===== config.mk =====
export PLATFORM = sky130hd
export DESIGN_NAME = read_pointer_level
export DESIGN_NICKNAME = d
export VERILOG_FILES = /design/src/rtl/read_pointer_level_pkg.sv /design/src/rtl/read_pointer_level_gray_to_bin.sv /design/src/rtl/read_pointer_level.sv
export SDC_FILE = /design/constraint.sdc
export NUM_CORES = 1
export LEC_CHECK = 0
export ABC_CLOCK_PERIOD_IN_PS = 4050
export BUFFER_PORTS_ARGS = -buffer_cell sky130_fd_sc_hd__buf_2
export CORE_MARGIN = 2
export CORE_UTILIZATION = 51
export DETAILED_ROUTE_END_ITERATION = 10
export PLACE_DENSITY_LB_ADDON = 0.1
export SLEW_MARGIN = 20
export SYNTH_ARGS = -nofsm -noshare
export SYNTH_HDL_FRONTEND = slang
export SYNTH_SLANG_ARGS = --single-unit
export TNS_END_PERCENT = 10

===== constraint.sdc =====
create_clock -name r_clk -period 4.05 [get_ports r_clk]
set_input_delay 0.81 -clock r_clk [delete_from_list [all_inputs] [get_ports r_clk]]
set_output_delay 0.81 -clock r_clk [all_outputs]
set_load 0.005 [all_outputs]

===== src/rtl/read_pointer_level_pkg.sv =====
// Pointer helpers shared by the read- and write-side FIFO pointer blocks.
// Latency: combinational functions only; they hold no state.
// Backpressure: not applicable; this file declares no ports.
package read_pointer_level_pkg;

   // Working width of the conversion functions; callers zero-extend narrower pointers.
   localparam int GRAY_FN_W      = 32;
   localparam int ADDR_SIZE_DEF  = 4;
   localparam int AE_THRESH_DEF  = 2;

   // Pointer width carries one extra wrap bit so that full and empty are distinguishable.
   function automatic int ptr_width(input int addr_size);
      return addr_size + 1;
   endfunction

   function automatic int fifo_depth(input int addr_size);
      return 1 << addr_size;
   endfunction

   // Binary to reflected Gray code.
   function automatic logic [GRAY_FN_W-1:0] bin_to_gray(input logic [GRAY_FN_W-1:0] b);
      return b ^ (b >> 1);
   endfunction

   // Gray to binary: each binary bit is the XOR of its Gray bit and every Gray bit above it.
   function automatic logic [GRAY_FN_W-1:0] gray_decode(input logic [GRAY_FN_W-1:0] g);
      logic [GRAY_FN_W-1:0] b;
      b = '0;
      for (int i = 0; i < GRAY_FN_W; i++) begin
         b[i] = ^(g >> i);
      end
      return b;
   endfunction

endpackage


===== src/rtl/read_pointer_level_gray_to_bin.sv =====
// Width-parametrised Gray to binary converter.
// Latency: purely combinational, zero cycles.
// Backpressure: none; output follows input continuously.
module gray_to_bin
   import read_pointer_level_pkg::*;
#(
   parameter int W = 5
) (
   input  logic [W-1:0] gray_i,
   output logic [W-1:0] bin_o
);

   // Zero-extend into the shared decoder, then keep the low W bits.
   assign bin_o = W'(gray_decode(GRAY_FN_W'(gray_i)));

endmodule


===== src/rtl/read_pointer_level.sv =====
// Read-side FIFO pointer: Gray read pointer, fill level, empty/low-watermark and sticky underflow.
// Latency: all flags and r_ptr are registered one r_clk after w_ptr, r_en or r_flush change.
// Backpressure: reads are suppressed while empty (and flagged as underflow); flush overrides reads.
module read_pointer_level
   import read_pointer_level_pkg::*;
#(
   parameter int ADDR_SIZE = ADDR_SIZE_DEF,
   parameter int AE_THRESH = AE_THRESH_DEF
) (
   input  logic                 r_clk,
   input  logic                 r_rst,
   input  logic [ADDR_SIZE:0]   w_ptr,
   input  logic                 r_en,
   input  logic                 r_flush,
   input  logic                 uf_clr,
   output logic [ADDR_SIZE-1:0] r_addr,
   output logic [ADDR_SIZE:0]   r_ptr,
   output logic                 empty,
   output logic                 almost_empty,
   output logic [ADDR_SIZE:0]   r_level,
   output logic                 underflow
);

   localparam int PW = ptr_width(ADDR_SIZE);

   logic [PW-1:0] wbin;

   logic [PW-1:0] rbin_q,   rbin_d;
   logic [PW-1:0] r_ptr_q,  r_ptr_d;
   logic [PW-1:0] r_level_q, r_level_d;
   logic          empty_q,  empty_d;
   logic          almost_empty_q, almost_empty_d;
   logic          underflow_q, underflow_d;
   logic          rd_fire;

   // Write pointer arrives already synchronised; decode it to binary for level arithmetic.
   gray_to_bin #(.W(PW)) u_w_g2b (
      .gray_i (w_ptr),
      .bin_o  (wbin)
   );

   // Next-state pointer, level and flags; flush jumps straight to the write pointer.
   always_comb begin
      rd_fire        = r_en & ~empty_q;
      rbin_d         = r_flush ? wbin : rbin_q + PW'(rd_fire);
      r_ptr_d        = PW'(bin_to_gray(GRAY_FN_W'(rbin_d)));
      r_level_d      = wbin - rbin_d;
      empty_d        = (r_ptr_d == w_ptr);
      almost_empty_d = (r_level_d <= PW'(AE_THRESH));
      // Setting takes priority over clearing so no underflow event is ever lost.
      underflow_d    = (r_en & empty_q & ~r_flush) | (underflow_q & ~uf_clr);
   end

   // State registers; reset overrides every other control input.
   always_ff @(posedge r_clk) begin
      if (r_rst) begin
         rbin_q         <= '0;
         r_ptr_q        <= '0;
         r_level_q      <= '0;
         empty_q        <= 1'b1;
         almost_empty_q <= 1'b1;
         underflow_q    <= 1'b0;
      end else begin
         rbin_q         <= rbin_d;
         r_ptr_q        <= r_ptr_d;
         r_level_q      <= r_level_d;
         empty_q        <= empty_d;
         almost_empty_q <= almost_empty_d;
         underflow_q    <= underflow_d;
      end
   end

   // Memory address uses the current pointer so read data lines up with the present entry.
   assign r_addr       = rbin_q[ADDR_SIZE-1:0];
   assign r_ptr        = r_ptr_q;
   assign r_level      = r_level_q;
   assign empty        = empty_q;
   assign almost_empty = almost_empty_q;
   assign underflow    = underflow_q;

endmodule


After elaboration in Yosys (flattened, before gate mapping)
Index checks and enable logic that the tools add are counted.
{ "word_totals": {"regBits": 18, "inputBits": 10, "output_inout_bits": 17, "elab_cells": 25} }
{ "op_classes": {"add_sub_neg": 2, "order_cmp": 1, "n_eq_ne": 1, "n_mux": 1, "n_bitwise": 9, "reduce_logical": 5} }
{ "op_table": {"columns": ["operator", "count"], "rows": [
  ["$reduce_xor A32 Y1", 5],
  ["$add A5 B1 Y5", 1],
  ["$eq A5 B5 Y1", 1],
  ["$le A5 B2 Y1 const B", 1],
  ["$mux W5", 1],
  ["$sub A5 B5 Y5", 1],
  ["$xor A5 B4 Y5", 1],
  ["$and A1 B1 Y1", 4],
  ["$not A1 Y1", 3],
  ["$or A1 B1 Y1", 1]
]} }

Longest topological paths before layout
Gate-level depths: netlist of run 1.
{ "depth": {"depth_word": 6, "depth_mapped": 13, "depth_no_buf": 12} }

Cells and area by module
From an unflattened synthesis of run 1, not the netlist that was laid out.
{ "unflattened": {"cells_unflattened": 129, "hier_area_um2": 1153.6} }
{ "by_module_without_submodules": {"columns": ["module", "instances", "cells_per_inst", "area_each_um2", "seq_area_each_um2"], "rows": [
  ["read_pointer_level", 1, 123, 1081.0, 340.3],
  ["gray_to_bin", 1, 6, 72.6, 0.0]
]} }

Worst setup path after synthesis of run 1
Ideal clock, no wire load.
{ "synth_timing": {"path_kind": "input -> register", "from": "input w_ptr[4]", "to": "register almost_empty_q (netlist: almost_empty)", "setup_time_ps": 60, "arrival_ps": 3058, "t_required_ps": 3990, "path_slack_ps": 932, "path_stages": 13, "path_buffers": 1, "path_cell_list": "buf_2 > xor3_2 > xnor2_2 > xnor2_1 > mux2_2 > ha_1 > inv_1 > ha_1 > inv_1 > o31a_1 > a211oi_2 > xor2_1 > a41o_1"} }
{ "synth_via": {"elab_chain_len": 4, "elab_cells_between_ends": 8, "cone_classes": "add/sub (1); order compare (1); mux (1); reduce/logical (5)"} }
{ "synth_lines": {"columns": ["element", "line_no", "rtl"], "rows": [
  ["start: declaration", "read_pointer_level.sv:12", "input logic [ADDR_SIZE:0] w_ptr,"],
  ["$reduce_xor A32 Y1", "read_pointer_level_pkg.sv:30", "b[i] = ^(g >> i);"],
  ["$mux W5", "read_pointer_level.sv:45", "rbin_d = r_flush ? wbin : rbin_q + PW'(rd_fire);"],
  ["named net rbin_d[0]", "read_pointer_level.sv:28", "logic [PW-1:0] rbin_q, rbin_d;"],
  ["$sub A5 B5 Y5", "read_pointer_level.sv:47", "r_level_d = wbin - rbin_d;"],
  ["$le A5 B2 Y1", "read_pointer_level.sv:49", "almost_empty_d = (r_level_d <= PW'(AE_THRESH));"],
  ["end signal: assignment", "read_pointer_level.sv:68", "almost_empty_q <= almost_empty_d;"],
  ["end: declaration", "read_pointer_level.sv:32", "logic almost_empty_q, almost_empty_d;"]
]} }
The timed path passes the listed nets, and every way through them passes these cells.
A chain may end at the register's enable or synchronous reset.

Final worst setup path of run 1
{ "layout_timing": {"from": "input w_ptr[2]", "to": "register almost_empty_q (netlist: almost_empty)"} }
The elaborated chain is that of the path after synthesis.

==> results of run 1 <==
==> per-stage QoR <==
stage / instances / utilization
finish: 168 / 0.613
global route: 168 / 0.613
CTS: 168 / 0.613
detailed placement: 164 / 0.599
global placement: 164 / 0.599
floorplan: 118 / -
==> power groups by stage <==
stage	Combinational, mW	Sequential [mW]	Clock, mW
after floorplan	0.121	0.206	0
after global placement	0.171	0.201	0
after detailed placement	0.175	0.202	0
after CTS	0.176	0.198	0.0900
after global routing	0.196	0.202	0.101
final	0.175	0.198	0.0895
==> state kept, by name (all words and copies together) (netlist names) <==
register      flops
r_ptr             4
almost_empty      1
underflow         1
empty             1
rbin_q            5
r_level           5
==> per-layer routing <==
layer | wire [um] | share of wire | up-vias
li1 | - | - | 443
met1 | 1020 | 0.50 | 362
met2 | 895 | 0.44 | 27
met3 | 91 | 0.044 | 4
met4 | 40 | 0.020 | 0
met5 | 0 | 0 | -
==> final cells by class <==
cell class	count	area share
Timing Repair Buffer	27	0.118
Multi-Input combinational cell	89	0.526
Clock buffer	4	0.0225
Inverter	4	0.0129
Tap cell	27	0.0290
Sequential cell	17	0.292
==> critical path, delay by kind of cell <==
family | cells | cell delay (ns)
xor gates and xnor gates | 4 | 1.13
AOI/OAI and AO/OA | 3 | 0.51
adders and majority gates | 2 | 0.36
muxes | 1 | 0.29
buffers and inverters | 3 | 0.28
==> logic make-up (layout without fill, tap and decap cells) <==
| family | Yosys count | in the layout | share of synthesized area |
|---|---|---|---|
| compound gates | 21 | 21 | 0.148 |
| xor+xnor | 22 | 22 | 0.215 |
| buf+inv | 12 | 35 | 0.0534 |
| flops | 17 | 17 | 0.338 |
| simple gates | 41 | 41 | 0.185 |
| mux | 1 | 1 | 0.0112 |
| fa+ha+maj | 4 | 4 | 0.0497 |
==> worst max path at each step <==
stage,cells after the start,slack [ns],end
6_report,13,0.91,almost_empty
2_1_floorplan,13,0.93,almost_empty
3_5_place_dp,13,0.62,almost_empty
4_1_cts,13,0.91,almost_empty
5_1_grt,13,0.77,almost_empty
3_3_place_gp,13,0.76,almost_empty
==> placed cells by master (no fill, tap or decap), drive strengths merged, types with 2 or more instances in the layout <==
cell type	count
a211oi	5
a21oi	7
buf	27
clkbuf	4
dfxtp	17
ha	4
inv	3
nand2	6
nand2b	2
nand3	6
nor2	18
nor2b	3
nor3	3
o21ai	2
or3	2
xnor2	12
xor2	9
==> flow_metrics.tcl, run 1 <==
set metrics [dict create \
    cts_setup_buffers 0 \
    start_util 0.530 \
    drt_wl_total_mm 2.05 \
    grt_use_met1 0.268 \
    synth.distinct_cells 32 \
    layout.nets 156 \
    synth_edf_count 0 \
    final.setup_skew_ns 0.000507 \
    fillCellCount 178 \
    cts_tree "yes" \
    syn_avg_cell_area_um2 8.54 \
    use_met3 0.0309 \
    end_kind "flip-flop" \
    min_period_over_period 0.776 \
    drv_cap 0 \
    fmax_mhz 318 \
    r2r_setup_slack_ns 1.67 \
    clockPowerShare 0.193 \
    synth.most_common_cell "nor2_1" \
    grt_pass1_vias 762 \
    startpoint_type "primary input" \
    placed_area_um2 1140 \
    synth_top_area_cell "dfxtp_1" \
    p_switching_mw 0.152 \
    h-tree-depth 1 \
    synth_seq_cells 17 \
    r2r_cells 11 \
    drv_slew 0 \
    core_um2 1900 \
    grt_util_all_layers 0.191 \
    grt_pass1_wl_mm 3.48 \
    seq_area_um2 340 \
    die_y_um 48.4 \
    num_rows 16 \
    top_usage_layer "met2" \
    multiInputGateArea_um2 613 \
    r2r-end "almost_empty" \
    critPathKind "in -> reg" \
    yosysWarnings 0 \
    ir_drop_uv 221 \
    area_growth_pct 15.8 \
    p_leak_nw 0.530 \
    comb_power_share 0.378 \
    ios 27 \
    p_int_mw 0.311 \
    yosys-top-cells-count "nor2_1, dfxtp_1, xnor2_1" \
    hold_path_depth 2 \
    place_ws_ns 0.619 \
    finalHoldViolCount 0 \
    synthFlopType "dfxtp_1" \
    synth_cells 118 \
    antenna_found_initial 0 \
    min_path_type "reg -> reg" \
    p_sw_frac 0.327 \
    design_power_total_mw 0.463 \
    drive_gt1_frac 0.255 \
    grt_max_degree 21 \
    hp-start "underflow" \
    root_buffer "clkbuf_4" \
    r2r_start "empty" \
    hold_ws_ns 0.466 \
    yosysTopAreaCellShare 0.338 \
    vias_per_cell 4.98 \
    cpMaxStageDelayCell "xor3_2" \
    cp_max_fo 6 \
    worstHoldEndpoint "underflow" \
    cts-resized-gates 0 \
    worstMarginPinSlew_ns 0.696 \
    drc 0 \
    pwr-share-seq 0.428 \
    cp_cell_sequence "buf_2 > xor3_2 > xnor2_2 > xnor2_1 > mux2_2 > ha_1 > inv_1 > ha_1 > inv_1 > o31a_1 > a211oi_2 > xor2_1 > a41o_1" \
    seq_area_frac_synth 0.338 \
    wl_per_cell_um 12.2 \
    syn_nets 132 \
    cts_sinks 17 \
    crit_path_start "w_ptr[2]" \
    drt.antenna.violating_nets 0 \
    drtIter0Drc 25 \
    dp_hpwl_mm 1.59 \
    grt_setup_unrepaired "no" \
    clock_latency_ns 0.28 \
    portBuffers 26 \
    ctsHoldBuffers 0 \
    status "completed" \
    met2_usage 0.289 \
    setup_viol 0 \
    final_area_um2 1170 \
    grt_overflow 0 \
    fin_tns_setup_ns 0 \
    die_w_um 48.4 \
    max_stage_delay_ns 0.51 \
    ys_top_cells_by_area "dfxtp_1, xnor2_1, xor2_1" \
    diodes 0 \
    gp_congestion 0.778 \
    cp.arrival_ns 3.38 \
    period_minus_slack_ns 3.14 \
    clk_pin_slew_ns 0.09 \
    cp.required_ns 4.29 \
    worst_slack_ns 0.907 \
    dieArea_um2 2350 \
    drtPass1Iterations 4 \
    relSlewSlack 0.534 \
    routed-via-count 836 \
    cts_made_buffers 3 \
    async_reset_ff_frac 0 \
    p_per_area_nw_per_um2 397 \
    netlist_area_um2 1010 \
    cts_buffer_depth 2 \
]
Power figures use the tool's default switching activity.
==> run 2, diff against run 1 <==
--- a/config.mk
+++ b/config.mk
@@ -5,10 +5,11 @@
 export SDC_FILE = /design/constraint.sdc
 export NUM_CORES = 1
 export LEC_CHECK = 0
-export ABC_CLOCK_PERIOD_IN_PS = 4050
+export ABC_AREA = 1
+export ABC_CLOCK_PERIOD_IN_PS = 2500
 export BUFFER_PORTS_ARGS = -buffer_cell sky130_fd_sc_hd__buf_2
 export CORE_MARGIN = 2
-export CORE_UTILIZATION = 51
+export CORE_UTILIZATION = 49
 export DETAILED_ROUTE_END_ITERATION = 10
 export PLACE_DENSITY_LB_ADDON = 0.1
 export SLEW_MARGIN = 20
==> constraint.sdc (replaced) <==
create_clock -name r_clk -period 2.5 [get_ports r_clk]
set_input_delay 0.5 -clock r_clk [delete_from_list [all_inputs] [get_ports r_clk]]
set_output_delay 0.5 -clock r_clk [all_outputs]
set_load 0.005 [all_outputs]
==> flow_metrics.tcl, run 2 <==
set metrics [dict create \
    status "completed" \
    startpoint_type "flip-flop" \
    finalHoldViolCount 0 \
    crit_path_start "empty" \
    grt_setup_unrepaired "no" \
    cp.arrival_ns 2.44 \
    die_w_um 56.0 \
    synth_cells 198 \
    cp.required_ns 2.75 \
    hold_ws_ns 0.436 \
    r2r-end "almost_empty" \
    netlist_area_um2 1320 \
    portBuffers 26 \
    grt_util_all_layers 0.205 \
    min_path_type "in -> reg" \
    fin_tns_setup_ns 0 \
    worstMarginPinSlew_ns 0.332 \
    max_stage_delay_ns 0.36 \
    p_int_mw 0.485 \
    fmax_mhz 457 \
    ios 27 \
    final.setup_skew_ns 0.00835 \
    core_um2 2520 \
    relSlewSlack 0.779 \
    cp_max_fo 5 \
    h-tree-depth 1 \
    clock_latency_ns 0.31 \
    vias_per_cell 5.01 \
    drive_gt1_frac 0.335 \
    yosys-top-cells-count "nand2_1, inv_1, nand3_1" \
    antenna_found_initial 0 \
    num_rows 18 \
    cp_top_family "simple AND/OR/NAND/NOR gates" \
    pwr-share-seq 0.395 \
    grt_max_degree 18 \
    r2r_start "empty" \
    comb_power_share 0.400 \
    critPathKind "reg -> reg" \
    min_period_over_period 0.875 \
    synth_seq_cells 17 \
    ctsHoldBuffers 0 \
    cp_cell_sequence "nor2_1 > ha_1 > ha_1 > nor2_4 > nand3_4 > nand2_1 > inv_1 > ha_1 > inv_1 > nand2_2 > nand2_1 > nand2_1 > nor2_2 > nand3_1 > o21bai_2" \
    worstHoldEndpoint "underflow" \
    clk_pin_slew_ns 0.11 \
    yosysTopAreaCellShare 0.257 \
    dieArea_um2 3130 \
    drc 0 \
    cts_setup_buffers 0 \
    cpMaxStageDelayCell "dfxtp_1" \
    period_minus_slack_ns 2.19 \
    hp-start "uf_clr" \
    die_y_um 56.0 \
    synth_edf_count 0 \
    r2r_cells 15 \
    diodes 0 \
    ir_drop_uv 336 \
    drt.antenna.violating_nets 0 \
    grt_pass1_wl_mm 5.09 \
    grt_pass1_vias 1176 \
    drtPass1Iterations 4 \
    path_buf_inv 2 \
    yosysWarnings 0 \
    end_kind "flip-flop" \
    drt_wl_total_mm 2.96 \
    cts-resized-gates 0 \
    fillCellCount 262 \
    area_growth_pct 14.5 \
    r2r_setup_slack_ns 0.31 \
    clockPowerShare 0.205 \
    cts_sinks 17 \
    cts_tree "yes" \
    layout_commonest_cell "nand2_1" \
    root_buffer "clkbuf_4" \
    layout.nets 242 \
    gp_congestion 0.871 \
    synth.most_common_cell "nand2_1" \
    start_util 0.525 \
    p_switching_mw 0.311 \
    synth_top_area_cell "dfxtp_1" \
    grt_overflow 0 \
    syn_nets 212 \
    async_reset_ff_frac 0 \
    ys_top_cells_by_area "dfxtp_1, nand2_1, nand2_2" \
    p_sw_frac 0.391 \
    p_per_area_nw_per_um2 525 \
    setup_viol 0 \
    synth.distinct_cells 30 \
    seq_area_frac_synth 0.257 \
    wl_per_cell_um 11.5 \
    cts_made_buffers 3 \
    synthFlopType "dfxtp_1" \
    syn_avg_cell_area_um2 6.69 \
    drtIter0Drc 48 \
    dp_hpwl_mm 2.40 \
    hold_path_depth 4 \
    drv_slew 0 \
    p_leak_nw 0.851 \
    drv_cap 0 \
    design_power_total_mw 0.796 \
    routed-via-count 1288 \
    final_cell_mix "nand2_1, buf_2, inv_1" \
    cts_buffer_depth 2 \
]
run 2: worst max-delay path by stage:
stage / to / cells past startpoint
4_1_cts: almost_empty / 15
6_report: almost_empty / 15
3_5_place_dp: almost_empty / 17
2_1_floorplan: almost_empty / 17
3_3_place_gp: almost_empty / 18
5_1_grt: almost_empty / 15
run 2: kinds of logic (layout without fill, tap and decap cells):
logic type / count (synthesis) / count (layout) / share of synthesized area
and+or+nand+nor: 127 / 127 / 0.509
xor gates and xnor gates: 2 / 2 / 0.0132
AOI/OAI and AO/OA: 18 / 18 / 0.0907
adders and majority gates: 4 / 4 / 0.0378
buffers and inverters: 30 / 59 / 0.0926
DFF: 17 / 17 / 0.257
run 2: layout make-up:
class / instances / area [um2] / share of cell area
Sequential cell: 17 / 340 / 0.225
Tap cell: 30 / 37.5 / 0.0248
Inverter: 27 / 104 / 0.0685
Clock buffer: 3 / 22.5 / 0.0149
Clock inverter: 1 / 5.00 / 0.00330
Multi-Input combinational cell: 151 / 861 / 0.568
Timing Repair Buffer: 28 / 145 / 0.0958
run 2: stage by stage:
| step | cell area, um2 | util | worst slack, ns | instances |
|---|---|---|---|---|
| detailed placement | 1490 | 0.590 | 0.0124 | 253 |
| global route | 1520 | 0.601 | 0.0515 | 257 |
| CTS | 1520 | 0.601 | 0.286 | 257 |
| floorplan | 1320 | - | 0.298 | 198 |
| finish | 1520 | 0.601 | 0.312 | 257 |
| global placement | 1490 | 0.590 | 0.0554 | 253 |
run 2: power groups by stage:
| stage | Clock (mW) | Combinational, mW | Sequential (mW) |
|---|---|---|---|
| after floorplan | 0 | 0.228 | 0.326 |
| after global placement | 0 | 0.314 | 0.320 |
| after detailed placement | 0 | 0.320 | 0.321 |
| after CTS | 0.165 | 0.321 | 0.315 |
| after global routing | 0.174 | 0.364 | 0.319 |
| final | 0.163 | 0.319 | 0.314 |
run 2: layer usage:
metal,track usage,up-vias,part of all wire
li1,-,688,-
met3,0.0233,4,0.031
met5,0,-,0
met2,0.356,19,0.48
met4,0.0816,0,0.013
met1,0.256,577,0.48
run 2: worst min-delay path, cell delays in order:
cell,delay (ns)
buf_2,0.08
inv_1,0.03
nand2_1,0.04
a21oi_1,0.05
==> run 3, diff against run 2 <==
--- a/config.mk
+++ b/config.mk
@@ -7,10 +7,10 @@
 export LEC_CHECK = 0
 export ABC_AREA = 1
 export ABC_CLOCK_PERIOD_IN_PS = 2500
-export BUFFER_PORTS_ARGS = -buffer_cell sky130_fd_sc_hd__buf_2
 export CORE_MARGIN = 2
-export CORE_UTILIZATION = 49
+export CORE_UTILIZATION = 56
 export DETAILED_ROUTE_END_ITERATION = 10
+export DONT_BUFFER_PORTS = 1
 export PLACE_DENSITY_LB_ADDON = 0.1
 export SLEW_MARGIN = 20
 export SYNTH_ARGS = -nofsm -noshare
==> flow_metrics.tcl, run 3 (synthesized netlist as in run 2, its figures left out) <==
set metrics [dict create \
    fmax_mhz 457 \
    routed-via-count 1198 \
    cp.arrival_ns 2.39 \
    drv_slew 0 \
    grt_pass1_vias 1055 \
    die_y_um 52.6 \
    grt_util_all_layers 0.222 \
    die_w_um 52.6 \
    final_cell_mix "nand2_1, inv_1, nand3_1" \
    grt_pass1_wl_mm 4.46 \
    gp_congestion 0.836 \
    drt.antenna.violating_nets 0 \
    fin_tns_setup_ns 0 \
    cts_made_buffers 3 \
    crit_path_start "empty" \
    cts_buffer_depth 2 \
    drt_wl_total_mm 2.73 \
    cp.required_ns 2.70 \
    area_growth_pct 3.31 \
    final_area_um2 1370 \
    cts_sinks 17 \
    critPathKind "reg -> reg" \
    cp_max_fo 5 \
    cts_setup_buffers 0 \
    top_usage_layer "met2" \
    grt_max_degree 18 \
    core_um2 2230 \
    p_per_area_nw_per_um2 539 \
    placed_area_um2 1340 \
    instances_no_fill 227 \
    max_stage_delay_ns 0.38 \
    num_rows 17 \
    grt_use_met1 0.270 \
    startpoint_type "flip-flop" \
    drc 0 \
    use_met3 0.0714 \
    finalHoldViolCount 0 \
    layout_commonest_cell "nand2_1" \
    p_switching_mw 0.277 \
    root_buffer "clkbuf_4" \
    diodes 0 \
    ir_drop_uv 409 \
    wl_per_cell_um 12.0 \
    met2_usage 0.365 \
    r2r_start "empty" \
    drtIter0Drc 23 \
    layout.nets 214 \
    cp_cell_sequence "nor2_1 > ha_1 > ha_1 > nor2_4 > nand3_4 > nand2_1 > inv_1 > ha_1 > inv_1 > nand2_2 > inv_1 > nand2_2 > nand2_1 > nor2_2 > nand3_1 > o21bai_2" \
    relSlewSlack 0.788 \
    cp_top_family "simple AND/OR/NAND/NOR gates" \
    vias_per_cell 5.28 \
    status "completed" \
    end_kind "flip-flop" \
    h-tree-depth 1 \
    min_period_over_period 0.876 \
    hp-start "r_rst" \
    final.setup_skew_ns 0.00136 \
    grt_overflow 0 \
    dieArea_um2 2770 \
    path_buf_inv 3 \
    ios 27 \
    p_int_mw 0.459 \
    clock_latency_ns 0.29 \
    min_path_type "in -> reg" \
    period_minus_slack_ns 2.19 \
    cpMaxStageDelayCell "dfxtp_1" \
    worst_slack_ns 0.310 \
    comb_power_share 0.353 \
    place_ws_ns 0.147 \
    clockPowerShare 0.206 \
    drv_cap 0 \
    antenna_found_initial 0 \
    start_util 0.593 \
    cts-resized-gates 0 \
    worstMarginPinSlew_ns 0.318 \
    grt_setup_unrepaired "no" \
    setup_viol 0 \
    p_leak_nw 0.725 \
    drive_gt1_frac 0.241 \
    pwr-share-seq 0.441 \
    portBuffers 0 \
    clk_pin_slew_ns 0.10 \
    cts_tree "yes" \
    drtPass1Iterations 4 \
    numPlacedInstances 223 \
    ctsHoldBuffers 0 \
    dp_hpwl_mm 2.25 \
    p_sw_frac 0.376 \
]
==> run 3: metal layers <==
layer,part of all wire,wire (um),up-vias
li1,-,-,636
met5,0,0,-
met3,0.064,174,5
met4,0.014,38,0
met1,0.45,1220,534
met2,0.48,1300,23
==> run 3: worst paths after layout <==
check / endpoint / slack [ns] / cells after the start
setup / recovery: almost_empty / 0.31 / 16
hold / removal: r_ptr[2] / 0.26 / 1
setup reg to reg: almost_empty / 0.31 / 16
hold reg to reg: underflow / 0.49 / 2
==> run 3: metrics by stage <==
stage | hold WS [ns] | total power [mW] | util
3_5_place_dp | 0.484 | 0.592 | 0.600
4_1_cts | 0.246 | 0.746 | 0.612
6_report | 0.256 | 0.737 | 0.612
3_3_place_gp | 0.468 | 0.585 | 0.600
5_1_grt | 0.238 | 0.798 | 0.612
2_1_floorplan | 0.460 | 0.554 | -
==> run 3: power by group through the flow <==
stage	Sequential [mW]	Combinational, mW	Clock [mW]
floorplan	0.326	0.228	0
global placement	0.331	0.253	0
detailed placement	0.331	0.260	0
CTS	0.325	0.261	0.159
global route	0.330	0.299	0.170
finish	0.325	0.260	0.152
==> run 3: layout make-up <==
| cell class | count | area [um2] |
|---|---|---|
| flip-flops and latches | 17 | 340 |
| well taps | 28 | 35.0 |
| clock inverters | 1 | 5.00 |
| multi-input cells | 151 | 861 |
| clock buffers | 3 | 22.5 |
| fillers | 216 | 866 |
| inverters | 27 | 104 |
==> run 3: worst register-to-register path: stages, from the launching register on <==
cell,delay [ns]
dfxtp_1,0.38
nor2_1,0.07
ha_1,0.21
ha_1,0.33
nor2_4,0.17
nand3_4,0.11
nand2_1,0.08
inv_1,0.05
ha_1,0.18
inv_1,0.06
nand2_2,0.07
inv_1,0.07
nand2_2,0.06
nand2_1,0.07
nor2_2,0.03
nand3_1,0.09
o21bai_2,0.05
